File: src/rtl/perf_event_counters.sv
// Performance-event counter bank with run-control watchdog and snapshot readout.
// Define PERF_SATURATE_EN to make counters saturate instead of wrapping.
module perf_event_counters #(
  parameter int NUM_EVENTS = 8,
  parameter int COUNT_WIDTH = 32,
  parameter logic [NUM_EVENTS-1:0] EDGE_MASK = '0,
  parameter int TIMEOUT_CYCLES = 10000,
  parameter int SEL_W = (NUM_EVENTS > 1) ? $clog2(NUM_EVENTS) : 1
) (
  input  logic                   clk,
  input  logic                   rst,
  input  logic                   enable_i,
  input  logic                   clear_i,
  input  logic [NUM_EVENTS-1:0]  event_i,
  input  logic                   commit_i,
  input  logic                   halt_i,
  input  logic                   snap_i,
  input  logic [SEL_W-1:0]       rd_sel_i,
  output logic [COUNT_WIDTH-1:0] rd_count_o,
  output logic [COUNT_WIDTH-1:0] cycle_count_o,
  output logic [NUM_EVENTS-1:0]  overflow_o,
  output logic [1:0]             state_o,
  output logic                   timeout_o
);

  typedef enum logic [1:0] {
    S_IDLE    = 2'b00,
    S_RUN     = 2'b01,
    S_HALTED  = 2'b10,
    S_TIMEOUT = 2'b11
  } state_t;

  localparam logic [COUNT_WIDTH-1:0] ONES = '1;

  state_t                 state;
  logic [COUNT_WIDTH-1:0] cnt  [NUM_EVENTS];
  logic [COUNT_WIDTH-1:0] snap [NUM_EVENTS];
  logic [31:0]            wdog;
  logic [NUM_EVENTS-1:0]  prev;
  logic [NUM_EVENTS-1:0]  inc;
  logic [COUNT_WIDTH-1:0] rd_next;
  logic                   count_en;
  logic                   expire;

  assign count_en = (state == S_RUN) && enable_i;
  // edge channels mask out cycles where the strobe was already high
  assign inc = count_en ? (event_i & ~(prev & EDGE_MASK)) : '0;

  generate
    if (TIMEOUT_CYCLES == 0) begin : g_no_wdog
      assign expire = 1'b0;
    end else begin : g_wdog
      assign expire = count_en && !commit_i &&
                      (wdog == 32'(TIMEOUT_CYCLES - 1));
    end
  endgenerate

  always_comb begin
    rd_next = '0;
    for (int i = 0; i < NUM_EVENTS; i++) begin
      if (rd_sel_i == SEL_W'(i)) rd_next = snap[i];
    end
  end

  assign state_o   = state;
  assign timeout_o = (state == S_TIMEOUT);

  always_ff @(posedge clk or posedge rst) begin
    if (rst) begin
      state         <= S_IDLE;
      wdog          <= '0;
      prev          <= '0;
      overflow_o    <= '0;
      cycle_count_o <= '0;
      rd_count_o    <= '0;
      for (int i = 0; i < NUM_EVENTS; i++) begin
        cnt[i]  <= '0;
        snap[i] <= '0;
      end
    end else begin
      prev <= event_i;
      if (clear_i) begin
        state         <= S_IDLE;
        wdog          <= '0;
        overflow_o    <= '0;
        cycle_count_o <= '0;
        rd_count_o    <= '0;
        for (int i = 0; i < NUM_EVENTS; i++) begin
          cnt[i]  <= '0;
          snap[i] <= '0;
        end
      end else begin
        unique case (state)
          S_IDLE:    if (enable_i) state <= S_RUN;
          S_RUN: begin
            if (halt_i)      state <= S_HALTED;
            else if (expire) state <= S_TIMEOUT;
          end
          S_HALTED:  ;
          S_TIMEOUT: ;
        endcase

        if (state != S_RUN || commit_i) wdog <= '0;
        else if (enable_i)              wdog <= wdog + 32'd1;

        rd_count_o <= rd_next;
        if (snap_i) begin
          for (int i = 0; i < NUM_EVENTS; i++) snap[i] <= cnt[i];
        end

        if (count_en) begin
`ifdef PERF_SATURATE_EN
          if (cycle_count_o != ONES)
            cycle_count_o <= cycle_count_o + COUNT_WIDTH'(1);
`else
          cycle_count_o <= cycle_count_o + COUNT_WIDTH'(1);
`endif
        end

        for (int i = 0; i < NUM_EVENTS; i++) begin
          if (inc[i]) begin
`ifdef PERF_SATURATE_EN
            if (cnt[i] == ONES) overflow_o[i] <= 1'b1;
            else                cnt[i] <= cnt[i] + COUNT_WIDTH'(1);
`else
            cnt[i] <= cnt[i] + COUNT_WIDTH'(1);
            if (cnt[i] == ONES) overflow_o[i] <= 1'b1;
`endif
          end
        end
      end
    end
  end

endmodule

File: config.mk
export PLATFORM = sky130hd
export DESIGN_NAME = perf_event_counters
export DESIGN_NICKNAME = d
export VERILOG_FILES = /design/src/rtl/perf_event_counters.sv
export SDC_FILE = /design/constraint.sdc
export NUM_CORES = 1
export LEC_CHECK = 0
export CAP_MARGIN = 20
export CORE_MARGIN = 3
export CORE_UTILIZATION = 51
export CTS_CLUSTER_DIAMETER = 120
export DETAILED_ROUTE_END_ITERATION = 16
export PLACE_DENSITY = 0.76
export SETUP_SLACK_MARGIN = 0.4
export SYNTH_ARGS = -nofsm -noshare
export SYNTH_HDL_FRONTEND = slang
export SYNTH_SLANG_ARGS = --single-unit
File: constraint.sdc
create_clock -name clk -period 25.4 [get_ports clk]
set_clock_uncertainty 0.05 [all_clocks]
set_input_delay 5.08 -clock clk [delete_from_list [all_inputs] [get_ports clk]]
set_output_delay 5.08 -clock clk [all_outputs]
set_load 0.05 [all_outputs]
==> flow_metrics.env, run 1 <==
export IMPL_start_util_pct=51.83
export IMPL_gp_congestion=0.8733
export IMPL_fp_dieH_microns=246.1
export IMPL_slew_viol_final=0
export IMPL_ys_types=49
export IMPL_p_per_area_nw_per_um2=60.69
export IMPL_antenna_found_initial=1
export IMPL_synth_edff_count=0
export IMPL_ir_drop_uv=52.26
export IMPL_insertion_delay_ns=0.64
export IMPL_cp_required_ns=26.01
export IMPL_grt_usage_pct=24.14
export IMPL_leakage_nw=14.86
export IMPL_syn_inst=2811
export IMPL_cts_hold_buf=0
export IMPL_layout_common_cells="nor2_1, dfrtp_1, mux2i_1"
export IMPL_cts_buffer_depth=3
export IMPL_cts_resized=0
export IMPL_cts_tree="yes"
export IMPL_grt_pass1_vias=21330
export IMPL_cts_sinks=618
export IMPL_drt_initial_drc_count=2018
export IMPL_finalHoldViolations=0
export IMPL_rr_worst_depth=6
export IMPL_power_mw=1.998
export IMPL_dpl_worst_slack_ns=16.28
export IMPL_routed_wl_microns=71930
export IMPL_drc_errors=0
export IMPL_setup_ws_ns=17.18
export IMPL_worstPathMaxFanout=141
export IMPL_num_rows=87
export IMPL_avgSynthCellArea_sq_um=10.46
export IMPL_yosysWarnings=0
export IMPL_maxCapViolCount=0
export IMPL_areaGrowthSynthToFinish_pct=12.00
export IMPL_crit_type="primary input to asynchronous set/reset pin"
export IMPL_antenna_left=0
export IMPL_post_cts_buffers=0
export IMPL_setup_viol=0
export IMPL_via_per_inst=5.854
export IMPL_dr_pass1_iters=5
export IMPL_layout_min_cycle_time_ns=8.221
export IMPL_hp_class="flip-flop to flip-flop"
export IMPL_htree_levels=2
export IMPL_vias=21340
export IMPL_wl_per_cell_microns=19.73
export IMPL_drive_above_1_share_pct=8.238
export IMPL_fmax_ghz=0.1216
export IMPL_path_clk_slew_ns=0.06
export IMPL_yosys_register_bits=618
export IMPL_fin_tns_setup_ns=0
export IMPL_cts_buffers=61
export IMPL_grt_first_pass_wirelength_microns=117500
export IMPL_ys_async_sr_fraction_pct=100.0
export IMPL_crit_path_end_kind="asynchronous set/reset pin"
export IMPL_crit_arrival_ns=8.83
export IMPL_ys_flop_type="dfrtp_1"
export IMPL_grt_ovfl_total=0
export IMPL_antenna_cells=0
export IMPL_synth_area_sq_um=29390
export IMPL_final_net_count=2869
export IMPL_io_buffers=92
export IMPL_post_dp_hpwl_microns=47810
export IMPL_dieArea_sq_um=60550
export IMPL_slew_headroom_pct=25.92
export IMPL_timing_hold_ws_ns=0.4536
export IMPL_grt_max_degree=197
export IMPL_io_pins=93
export IMPL_outcome="completed"
export IMPL_die_w_microns=246.1
export IMPL_core_area_sq_um=56710
export IMPL_timing_final_crit_share_pct=32.37
export IMPL_min_path_cells=2
export IMPL_worst_pin_slew_ns=1.102
export IMPL_cts_root_buf="clkbuf_16"
export IMPL_synth_fp_nets=2839
export IMPL_ys_seq_area_share_pct=52.62
export IMPL_critPathLaunchType="primary input"
export IMPL_rsz0062_at_grt="no"
export IMPL_layout_commonest_cell="nor2_1"
==> area by class of cell <==
| class | count | area, sq um |
|---|---|---|
| clock buffers | 81 | 1734 |
| clock inverters | 30 | 260.3 |
| fillers | 4470 | 23800 |
| inverters | 36 | 142.6 |
| multi-input cells | 2000 | 13200 |
| flip-flops and latches | 618 | 15460 |
| well taps | 756 | 945.9 |
| repair buffers | 124 | 1169 |
==> routing by layer <==
layer	part of all wire, %	vias up	track usage [%]
met4	3.6	0	9.482
met5	0	-	0
met1	43	10770	33.45
met3	5.6	153	3.330
met2	48	628	38.71
li1	-	9792	-
==> power breakdown <==
group	internal, mW	switching, mW
combinational	0.0260	0.0754
sequential	0.988	0.00404
clock	0.518	0.387
total	1.53	0.466
==> sequential cells by signal (all words and copies together) (netlist names) <==
register / count
cnt: 256
cycle_count_o: 32
overflow_o: 8
rd_count_o: 32
snap: 256
state_o: 2
wdog: 32
==> kinds of logic (layout without fill, tap and decap cells) <==
family | count (synthesis) | after routing | share of synthesized area (%)
multiplexers | 335 | 335 | 12.75
AO/OA/AOI/OAI | 136 | 136 | 2.886
buffers and inverters | 193 | 271 | 2.567
XOR/XNOR | 289 | 289 | 8.612
flip-flops | 618 | 618 | 52.62
adder cells (fa/ha/maj) | 10 | 10 | 0.4257
AND/OR/NAND/NOR | 1230 | 1230 | 20.14
==> cells in the mapped netlist (2+ instances only) <==
library cell / count / area share [%]
or2_2: 7 / 0.15
a21oi_1: 42 / 0.72
nor3_2: 3 / 0.10
nand4b_1: 4 / 0.12
nand2_1: 106 / 1.4
xor2_1: 202 / 6.0
mux2i_1: 271 / 9.2
ha_1: 10 / 0.43
nand3_1: 128 / 2.2
nand4b_4: 2 / 0.16
inv_1: 36 / 0.46
and2_1: 18 / 0.38
nor4_2: 9 / 0.38
o22ai_1: 22 / 0.47
nor2b_1: 3 / 0.064
clkbuf_1: 102 / 1.3
nor2_1: 631 / 8.1
dfrtp_1: 618 / 53
or3_1: 23 / 0.49
nor4_4: 5 / 0.36
and3_1: 41 / 0.87
nand4_1: 133 / 2.8
mux4_2: 28 / 2.1
nor4_1: 23 / 0.49
a221oi_1: 7 / 0.21
nor3_1: 52 / 0.89
a41oi_1: 5 / 0.15
and4_1: 31 / 0.92
buf_2: 23 / 0.39
a2111oi_0: 22 / 0.66
xnor2_1: 87 / 2.6
buf_1: 31 / 0.40
o21ai_0: 34 / 0.58
mux2_2: 36 / 1.4
or4_1: 2 / 0.051
==> through the flow <==
step | cell area, sq um | cells | util (%)
5_1_grt | 32920 | 3645 | 58.04
4_1_cts | 32910 | 3643 | 58.03
3_3_place_gp | 30910 | 3532 | 54.51
2_1_floorplan | 29390 | 2811 | -
3_5_place_dp | 30910 | 3532 | 54.51
6_report | 32920 | 3645 | 58.04
==> worst max-delay path: stages <==
cell,delay [ns]
clkdlybuf4s50_1,0.49
inv_8,0.65
buf_4,0.90
buf_4,0.79
buf_4,0.79
==> path summary, 6_finish.rpt <==
| path | startpoint | slack (ns) | to |
|---|---|---|---|
| worst max-delay path | rst | 17.18 | cycle_count_o[12] |
| worst min-delay path | overflow_o[7] | 0.45 | overflow_o[7] |
| worst max register to register | state_o[0] | 22.07 | cnt[94] |
| worst min register to register | overflow_o[7] | 0.45 | overflow_o[7] |
| max in group clk | clear_i | 17.32 | rd_count_o[3] |
| min in group asynchronous | rst | 5.00 | cnt[128] |
Power figures use the tool's default switching activity.
==> inputs of run 2 (changes only) <==
Clock period 25.4 ns to 8.2 ns, I/O delays scaled along.
==> run 2 against run 1 <==
  * Via count up 0.63%
  * Combinational power rose to 3.1 times the previous value
  * Worst hold slack gained 0.014 ns
  * Register-to-register slack lost 17 ns
  * Non-clock buffer count down 5
  * Global-route usage is essentially flat
  * Count of clock-buffer cells in the layout up 7
  * Total power rose to 3.2 times the previous value
  * Critical path type is now flip-flop to output port
  * Critical endpoint is now timeout_o
  * Highest routed layer unchanged
==> flow_metrics.env, run 2 (synthesis results as in run 1) <==
export IMPL_outcome="completed"
export IMPL_setup_ws_ns=4.090
export IMPL_via_per_inst=5.899
export IMPL_crit_type="flip-flop to output port"
export IMPL_seqPwrFrac_pct=48.7
export IMPL_layout_min_cycle_time_ns=4.110
export IMPL_layout_commonest_cell="nor2_1"
export IMPL_worstPathMaxFanout=16
export IMPL_htree_levels=2
export IMPL_antenna_found_initial=0
export IMPL_hp_class="flip-flop to flip-flop"
export IMPL_grt_first_pass_wirelength_microns=117300
export IMPL_slew_viol_final=0
export IMPL_cts_hold_buf=0
export IMPL_routed_wl_microns=72480
export IMPL_post_cts_buffers=0
export IMPL_path_clk_slew_ns=0.06
export IMPL_r2r_slack_ns=4.91
export IMPL_final_net_count=2864
export IMPL_worst_pin_slew_ns=1.231
export IMPL_setup_viol=0
export IMPL_dr_pass1_iters=5
export IMPL_swShare_pct=23.32
export IMPL_critPathLaunchType="flip-flop"
export IMPL_areaGrowthSynthToFinish_pct=12.46
export IMPL_power_net_switching_mw=1.470
export IMPL_top_regs="cnt: 256 flops, snap: 256 flops"
export IMPL_crit_arrival_ns=2.42
export IMPL_grt_max_degree=220
export IMPL_fmax_ghz=0.2433
export IMPL_rsz0062_at_grt="no"
export IMPL_vias=21470
export IMPL_cts_buffer_depth=3
export IMPL_cts_root_buf="clkbuf_16"
export IMPL_io_pins=93
export IMPL_gp_congestion=0.8778
export IMPL_comb_power_share_pct=5.0
export IMPL_dieArea_sq_um=60550
export IMPL_p_int_mw=4.835
export IMPL_clkPwrFrac_pct=46.2
export IMPL_drt_initial_drc_count=2295
export IMPL_grt_ovfl_total=0
export IMPL_fp_dieH_microns=246.1
export IMPL_wl_per_cell_microns=19.91
export IMPL_insertion_delay_ns=0.65
export IMPL_p_per_area_nw_per_um2=190.7
export IMPL_timing_hold_ws_ns=0.4674
export IMPL_drc_errors=0
export IMPL_cts_tree="yes"
export IMPL_num_rows=87
export IMPL_fin_util_pct=58.29
export IMPL_core_area_sq_um=56710
export IMPL_drive_above_1_share_pct=8.079
export IMPL_die_w_microns=246.1
export IMPL_io_buffers=92
export IMPL_post_dp_hpwl_microns=48020
export IMPL_cp_required_ns=6.51
export IMPL_finalHoldViolations=0
export IMPL_slew_headroom_pct=17.91
export IMPL_start_util_pct=51.83
export IMPL_antenna_left=0
export IMPL_maxCapViolCount=0
export IMPL_antenna_cells=0
export IMPL_dpl_worst_slack_ns=3.450
export IMPL_crit_path_end_kind="output port"
export IMPL_leakage_nw=14.88
export IMPL_cts_buffers=61
export IMPL_fin_tns_setup_ns=0
export IMPL_grt_pass1_vias=21380
export IMPL_ir_drop_uv=152.9
export IMPL_grt_usage_pct=24.18
export IMPL_timing_final_crit_share_pct=50.12
export IMPL_cts_sinks=618
export IMPL_cts_resized=0
export IMPL_layout_common_cells="nor2_1, dfrtp_1, mux2i_1"
## run 2: through the flow
stage / cells / cell area (sq um) / power (mW)
after global placement: 3526 / 30930 / 3.443
after floorplan: 2811 / 29400 / 3.356
final: 3640 / 33060 / 6.305
after global routing: 3640 / 33060 / 6.506
after detailed placement: 3526 / 30930 / 3.447
after CTS: 3637 / 33040 / 6.353
## run 2: final cells by class
| class | instances | area [sq um] |
|---|---|---|
| clock buffers | 88 | 1808 |
| fillers | 4476 | 23660 |
| flip-flops and latches | 618 | 15460 |
| multi-input cells | 2000 | 13200 |
| clock inverters | 23 | 302.8 |
| well taps | 756 | 945.9 |
| repair buffers | 119 | 1194 |
| inverters | 36 | 138.9 |
## run 2: critical path: stages, from the launching register on
cell and delay (ns):
dfrtp_1 0.78, and2_1 0.21, clkdlybuf4s50_1 0.79
## run 2: power groups by stage
stage	logic, mW	clock network [mW]	registers (mW)
3_3_place_gp	0.315	0	3.13
6_report	0.317	2.92	3.07
4_1_cts	0.320	2.96	3.07
3_5_place_dp	0.319	0	3.13
5_1_grt	0.343	3.09	3.07
2_1_floorplan	0.199	0	3.16
## run 2: path summary, 6_finish.rpt
path | startpoint | end | cells past startpoint
worst max-delay path | state_o[0] | timeout_o | 2
worst min-delay path | overflow_o[0] | overflow_o[0] | 2
worst max register to register | state_o[0] | cnt[243] | 6
worst min register to register | overflow_o[0] | overflow_o[0] | 2
max in group asynchronous | rst | snap[90] | 4
min in group asynchronous | rst | wdog[25] | 2
## run 2: metal layers
| layer | vias up | track usage (%) | wire (microns) |
|---|---|---|---|
| met5 | - | 0 | 0 |
| met4 | 0 | 9.274 | 2717 |
| met3 | 155 | 4.451 | 4396 |
| met2 | 713 | 37.85 | 33850 |
| met1 | 10820 | 33.64 | 31510 |
| li1 | 9782 | - | - |
==> inputs of run 3 (changes only) <==
Settings changed: PLACE_DENSITY 0.76 to 0.79.
Clock period 8.2 ns to 3.4 ns, I/O delays scaled along.
==> run 3 against run 2 <==
  * Sequential share of layout area down 0.24 points
  * Register-to-register slack got worse by 4.0 ns
  * Highest routed layer is now met5
  * Critical path depth unchanged
  * Flip-flop and latch count unchanged
  * Largest power group unchanged
  * Count of clock-buffer cells in the layout increased by 3
  * Final cell count up 0.91%
  * Total power grew 130%
  * Via count rose by 1.6%
  * Combinational power grew to 2.5 times the previous value
==> flow_metrics.env, run 3 (synthesis results as in run 1) <==
export IMPL_outcome="completed"
export IMPL_grt_pass1_vias=21210
export IMPL_drive_above_1_share_pct=8.948
export IMPL_layout_min_cycle_time_ns=2.952
export IMPL_grt_max_degree=194
export IMPL_num_rows=87
export IMPL_cts_tree="yes"
export IMPL_drt_initial_drc_count=2488
export IMPL_seqCellArea_sq_um=15460
export IMPL_cts_buffers=60
export IMPL_die_w_microns=246.1
export IMPL_core_area_sq_um=56710
export IMPL_crit_arrival_ns=2.22
export IMPL_cts_root_buf="clkbuf_16"
export IMPL_setup_viol=0
export IMPL_worstHoldStart="clear_i"
export IMPL_grt_first_pass_wirelength_microns=117000
export IMPL_slew_headroom_pct=36.71
export IMPL_dp_cells=3571
export IMPL_routed_wl_microns=72580
export IMPL_grt_ovfl_total=0
export IMPL_gp_congestion=0.9055
export IMPL_r2r_end="cnt[211]"
export IMPL_hp_class="primary input to flip-flop"
export IMPL_post_cts_buffers=0
export IMPL_power_mw=14.63
export IMPL_layout_cells_non_filler=3673
export IMPL_htree_levels=2
export IMPL_ir_drop_uv=382.9
export IMPL_top_regs="cnt: 256 flops, snap: 256 flops"
export IMPL_critPathLaunchType="flip-flop"
export IMPL_fp_dieH_microns=246.1
export IMPL_cts_sinks=618
export IMPL_fillerInstances=4471
export IMPL_layout_commonest_cell="nor2_1"
export IMPL_worst_pin_slew_ns=0.9493
export IMPL_antenna_cells=0
export IMPL_antenna_found_initial=1
export IMPL_wl_per_cell_microns=19.76
export IMPL_grt_usage_pct=24.10
export IMPL_maxCapViolCount=0
export IMPL_leakage_nw=15.02
export IMPL_r2r_slack_ns=0.96
export IMPL_crit_type="flip-flop to output port"
export IMPL_layout_common_cells="nor2_1, dfrtp_1, mux2i_1"
export IMPL_dieArea_sq_um=60550
export IMPL_io_buffers=92
export IMPL_via_per_inst=5.937
export IMPL_cp_required_ns=2.67
export IMPL_areaGrowthSynthToFinish_pct=13.04
export IMPL_hold_end="snap[162]"
export IMPL_insertion_delay_ns=0.64
export IMPL_post_dp_hpwl_microns=48800
export IMPL_cts_buffer_depth=3
export IMPL_fmax_ghz=0.3387
export IMPL_dr_pass1_iters=5
export IMPL_rsz0062_at_grt="no"
export IMPL_start_util_pct=51.83
export IMPL_antenna_left=0
export IMPL_p_per_area_nw_per_um2=440.3
export IMPL_path_clk_slew_ns=0.06
export IMPL_worstPathMaxFanout=12
export IMPL_slew_viol_final=0
export IMPL_rr_worst_depth=5
export IMPL_io_pins=93
export IMPL_timing_final_crit_share_pct=86.83
export IMPL_vias=21810
export IMPL_min_path_cells=2
export IMPL_multi_input_area_sq_um=13200
export IMPL_final_net_count=2905
export IMPL_r2r_start="state_o[1]"
export IMPL_crit_path_end_kind="output port"
export IMPL_finalHoldViolations=0
export IMPL_drc_errors=0
-- run 3: per-stage QoR --
step / hold slack (ns) / utilization [%] / cell area, sq um / setup slack (ns) / setup TNS [ns]
final: 0.4046 / 58.58 / 33220 / 0.4478 / 0
after detailed placement: 0.4449 / 55.28 / 31350 / 0.3448 / 0
after global routing: 0.4282 / 58.58 / 33220 / 0.4012 / 0
after global placement: 0.4365 / 55.28 / 31350 / 0.3304 / 0
after CTS: 0.3741 / 58.58 / 33220 / 0.4183 / 0
after floorplan: 0.4304 / - / 29400 / -5.765 / -3562.77
-- run 3: how the worst max path moves through the flow --
stage                 from       endpoint  slack [ns]
2_1_floorplan          rst         cnt[0]       -5.77
3_3_place_gp   rd_sel_i[0]  rd_count_o[6]        0.33
3_5_place_dp      enable_i       wdog[30]        0.34
4_1_cts         state_o[0]     state_o[0]        0.42
5_1_grt         state_o[0]     state_o[0]        0.40
6_report        state_o[0]     state_o[0]        0.45
-- run 3: timing repair --
item / 4_1_cts / 5_1_grt
endpoints found under the setup margin: 1 / 0
hold buffers: 0 / 0
hold endpoints to repair: 0 / 0
gates resized for setup: 1 / 0
-- run 3: final cells by class --
| cell class | count | area share [%] |
|---|---|---|
| sequential | 618 | 46.55 |
| clock buffer | 91 | 5.381 |
| tap | 756 | 2.847 |
| inverter | 36 | 0.4180 |
| timing repair buffer | 161 | 4.817 |
| multi-input combinational | 2000 | 39.73 |
| clock inverter | 11 | 0.2561 |
-- run 3: metal layers --
metal / GRT usage, % / wire length (microns)
met5: 0 / 10
met4: 9.031 / 2456
met3: 3.189 / 4416
met2: 38.64 / 34560
met1: 33.69 / 31130
-- run 3: power by group --
part / switching, mW / internal (mW)
Combinational: 0.583 / 0.225
Clock: 2.82 / 3.60
Sequential: 0.0204 / 7.38
Total: 3.43 / 11.2
-- run 3: worst max-delay path, stage by stage, from the launching register on --
cell             delay, ns
dfrtp_1               0.51
buf_4                 0.25
clkdlybuf4s50_1       0.82
